File: src/rtl/booth_mult_sequencer.sv
// Sequencer for a radix-2 Booth multiplier: owns the product/multiplicand/step-count state
// and steps an external datapath 32 times per request. `MULT_ABORT_EN adds an abort input.
`timescale 1ns/1ps

// state | meaning
// IDLE  | waiting for start; last result held on result_*
// RUN   | one Booth step per edge, product taken from step_next
// DONE  | result_valid pulse; start here reloads with no idle bubble
module booth_mult_sequencer #(
    parameter int WIDTH = 32,
    parameter int CNT_W = 6
) (
    input  logic               clock,
    input  logic               resetn,
    input  logic               start,
    input  logic [WIDTH-1:0]   operand_a,
    input  logic [WIDTH-1:0]   operand_b,
`ifdef MULT_ABORT_EN
    input  logic               abort,
`endif
    output logic [2*WIDTH:0]   step_prod,
    output logic [WIDTH-1:0]   step_mcand,
    input  logic [2*WIDTH:0]   step_next,
    output logic               busy,
    output logic               result_valid,
    output logic [WIDTH-1:0]   result_lo,
    output logic [WIDTH-1:0]   result_hi,
    output logic               overflow
);

    typedef enum logic [1:0] {
        ST_IDLE = 2'd0,
        ST_RUN  = 2'd1,
        ST_DONE = 2'd2
    } state_t;

    localparam logic [CNT_W-1:0] LAST_STEP = CNT_W'(WIDTH - 1);

    state_t             state_q, state_d;
    logic [2*WIDTH:0]   prod_q, prod_d;
    logic [WIDTH-1:0]   mcand_q, mcand_d;
    logic [CNT_W-1:0]   count_q, count_d;
    logic               abort_hit;

    always_ff @(posedge clock or negedge resetn) begin
        if (!resetn) begin
            state_q <= ST_IDLE;
            prod_q  <= '0;
            mcand_q <= '0;
            count_q <= '0;
        end else begin
            state_q <= state_d;
            prod_q  <= prod_d;
            mcand_q <= mcand_d;
            count_q <= count_d;
        end
    end

    always_comb begin
        state_d   = state_q;
        prod_d    = prod_q;
        mcand_d   = mcand_q;
        count_d   = count_q;
        abort_hit = 1'b0;
`ifdef MULT_ABORT_EN
        abort_hit = abort;
`endif
        case (state_q)
            ST_IDLE, ST_DONE: begin
                if (start) begin
                    prod_d  = {{WIDTH{1'b0}}, operand_a, 1'b0};
                    mcand_d = operand_b;
                    count_d = '0;
                    state_d = ST_RUN;
                end else begin
                    state_d = ST_IDLE;
                end
            end
            ST_RUN: begin
                // An aborted operation leaves the partial product untouched.
                if (abort_hit) begin
                    state_d = ST_IDLE;
                end else begin
                    prod_d  = step_next;
                    count_d = count_q + 1'b1;
                    if (count_q == LAST_STEP) begin
                        state_d = ST_DONE;
                    end
                end
            end
            default: state_d = ST_IDLE;
        endcase
    end

    assign step_prod    = prod_q;
    assign step_mcand   = mcand_q;
    assign busy         = (state_q == ST_RUN);
    assign result_valid = (state_q == ST_DONE);
    assign result_lo    = prod_q[WIDTH:1];
    assign result_hi    = prod_q[2*WIDTH:WIDTH+1];
    assign overflow     = (result_hi != {WIDTH{result_lo[WIDTH-1]}});

endmodule

File: config.mk
export PLATFORM = sky130hd
export DESIGN_NAME = booth_mult_sequencer
export DESIGN_NICKNAME = d
export VERILOG_FILES = /design/src/rtl/booth_mult_sequencer.sv
export SDC_FILE = /design/constraint.sdc
export NUM_CORES = 1
export LEC_CHECK = 0
export ABC_AREA = 1
export CAP_MARGIN = 20
export CORE_MARGIN = 2
export CORE_UTILIZATION = 38
export DETAILED_ROUTE_END_ITERATION = 7
export GPL_ROUTABILITY_DRIVEN = 0
export PLACE_DENSITY = 0.82
export SLEW_MARGIN = 30
export SYNTH_ARGS = -nofsm -noshare
export SYNTH_HDL_FRONTEND = slang
export SYNTH_SLANG_ARGS = --single-unit
File: constraint.sdc
create_clock -name clock -period 1.75 [get_ports clock]
set_input_delay 0.35 -clock clock [delete_from_list [all_inputs] [get_ports clock]]
set_output_delay 0.35 -clock clock [all_outputs]
set_load 0.1 [all_outputs]
==> qor.csv <==
stage;metric;value;unit
final_layout;drive_gt1_share;33.05;%
final_layout;nFillCells;683;
setup_path;worst-path-buf-inv;2;
clock_tree;cts_sinks;105;
final_layout;area_growth;103.2;%
setup_path;crit_family;simple AND/OR/NAND/NOR gates;
floorplan;die_w;117.1;µm
setup_path;arrival;1660;ps
sta;worst_pin_slew;594.9;ps
setup_path;cp-start-kind;flip-flop;
drt;drc;0;
global_routing;grt_max_degree;60;
clock_tree;clock_path_buffers;2;
status;status;finished, violations left;
setup_path;critPathKind;flip-flop to output pin;
clock_tree;clk_pin_slew;70;ps
synthesis;synth.most_common_cell;nand2_1;
sta;fin_crit;2014;ps
synthesis;syn_avg_cell_area;8.654;µm²
clock_tree;h-tree-depth;3;
global_routing;grt_pass1_wl;27190;µm
synthesis;synthTopCellsByArea;dfrtp_1 (54%), nand2_1 (17%), buf_4 (10%);
synthesis;syn_inst;562;
drt;route.met3.wl;1652;µm
setup_path;path_cells;nor3_1, nand2_1, nand2_1, nand2_1, inv_1, nand2_2, buf_12;
synthesis;yosysSeqAreaShare;54.03;%
synthesis;syn_nets;695;
drt;drt-met1-wl;6231;µm
setup_path;cpMaxStageDelayCell;dfrtp_2;
global_routing;grt_pass1_vias;5194;
synthesis;synth_flop_cell;dfrtp_1;
drt;first_iter_violations;499;
floorplan;start_util;38.70;%
sta;fmax;496.6;MHz
sta;holdWs;528.3;ps
global_routing;antenna_found_initial;0;
status;violations;setup timing;
floorplan;fp-row-count;41;
clock_tree;clk_latency;350;ps
setup_path;r2r_cells;5;
setup_path;r2r-start;state_q[0];
sta;setup_slack;-263.9;ps
synthesis;async_flop_share;100.0;%
drt;avgRoutedWirePerCell;18.11;µm
floorplan;io_pins;296;
drt;avgViaCountPerCell;4.962;
placement;io_buffers;295;
placement;place_ws;-92.41;ps
sta;setup_viol;1;
drt;drtAntennaViolNets;0;
global_routing;grt_use_total;26.31;%
synthesis;yosys.area.top_type;dfrtp_1;
synthesis;synth_common_cells;nand2_1 (223), dfrtp_1 (105), buf_4 (65), nor2_1 (39), nand3_1 (28);
synthesis;synth_edf_count;0;
sta;relSlewSlack;60.34;%
synthesis;netlist_area;0.004863;mm²
setup_path;r2r-end;step_prod[6];
floorplan;die_y;117.1;µm
drt;top_layer_used;met4;
setup_path;crit_fanout;5;
hold_path;min_path_cells;1;
sta;finalHoldViolCount;0;
sta;slew_violations;0;
job;max-cap-violations;0;
clock_tree;numCtsBuffers;9;
clock_tree;cts_tree;done;
setup_path;worst_path_most_repeated_cell;nand2_1;
drt;wl_met2;9838;µm
hold_path;hp-class;flip-flop to flip-flop;
synthesis;synth_cell_types;23;
sta;grt_setup_unrepaired;true;
final_layout;num_antenna_cells;0;
drt;route.vias.total;4997;
drt;detail_route.first_pass.iterations;5;
setup_path;crit_required;1400;ps
setup_path;crit_path_end_kind;output pin;
setup_path;r2r_setup_slack;200;ps
global_routing;grt-ovfl-total;0;
synthesis;ys_ff_latch;105;
synthesis;yosys.area.top_type_share;54.03;%
clock_tree;cts_root_buf;clkbuf_16;
floorplan;core_area;0.01257;mm²
hold_path;min_from;count_q[0];
setup_path;cpPeakStageDelay;470;ps
drt;totalWireLength;18240;µm
final_layout;fin_nets;964;
sta;fin_crit_sh;115.1;%
sta;clock_skew;8.540;ps
placement;hpwl;12820;µm
floorplan;die_area;0.01372;mm²
synthesis;ys_warn_count;0;
hold_path;holdPathEnd;count_q[0];
[stage by stage]
stage | setup TNS [ps] | utilization (%) | std cells | cell area (µm²)
after global placement | 0 | 73.91 | 958 | 9289
final | -263.9 | 78.62 | 1007 | 9881
after global routing | -355.5 | 78.62 | 1007 | 9881
after detailed placement | -861.8 | 73.91 | 958 | 9289
after floorplan | -148.1 | - | 562 | 4910
after CTS | -101.5 | 78.06 | 1000 | 9811
[logic make-up after synthesis]
kind of cell | after synthesis | synth area share (%)
AOI/OAI and AO/OA | 48 | 7.178
buffers and inverters | 107 | 13.92
DFF | 105 | 54.03
adders and majority gates | 1 | 0.2572
and+or+nand+nor | 301 | 24.62
[final cells by class]
cell class	count	area (µm²)	area share, %
clock buffers	12	256.5	2.596
well taps	172	215.2	2.178
multi-input cells	350	1594	16.13
inverters	21	86.33	0.8737
clock inverters	3	40.04	0.4052
flip-flops and latches	105	2669	27.01
repair buffers	344	5020	50.80
[layout by cell type, fill, tap and decap left out, types with 2 or more instances in the layout]
master	instances
clkbuf_16	9
o21ai_0	10
inv_4	3
inv_1	16
dfrtp_2	33
inv_2	2
clkdlybuf4s50_1	130
clkinv_2	2
clkbuf_8	2
a21oi_1	4
nand3_1	28
nor2_2	4
dfrtp_1	72
nand2_1	221
nand2_2	2
nor3_1	2
buf_4	44
nor2_1	35
buf_12	168
nand2_4	2
o22ai_1	6
a22o_1	26
nand3b_1	4
nor3_2	2
[registers in the layout, summed over array words and instances (netlist names)]
signal	count
count_q	6
state_q	2
step_mcand	32
step_prod	65
[worst max-delay path by stage]
stage	from	end	slack, ps	depth (start not counted)
floorplan	step_prod[32]	overflow	-150	8
global placement	start	step_prod[54]	10	7
detailed placement	start	step_prod[11]	-90	8
CTS	step_prod[35]	overflow	-100	9
global route	step_prod[54]	overflow	-360	7
finish	step_prod[54]	overflow	-260	7
[timing repair]
| action | in CTS | in global routing |
|---|---|---|
| pin swaps | 1 | 1 |
| setup buffers | 26 | 7 |
| setup endpoints to repair | 2 | 1 |
| hold endpoints to repair | 15 | 0 |
| hold buffers | 1 | 0 |
| gates resized for setup | 6 | 7 |
[worst register-to-register path, cell delays in order, from the launching register on]
cell,delay [ps]
dfrtp_1,460
nand2_4,210
nand2_4,80
inv_4,430
nand2_1,180
nand3_1,130
[layer usage]
metal	vias up	global-route usage, %
met5	-	0
met4	0	11.69
met3	41	7.775
li1	2246	-
met2	273	47.36
met1	2437	28.68
Power is left out: the tool's default activity adds up to more than one toggle a clock period on the data nets, which glitch-free logic cannot reach.
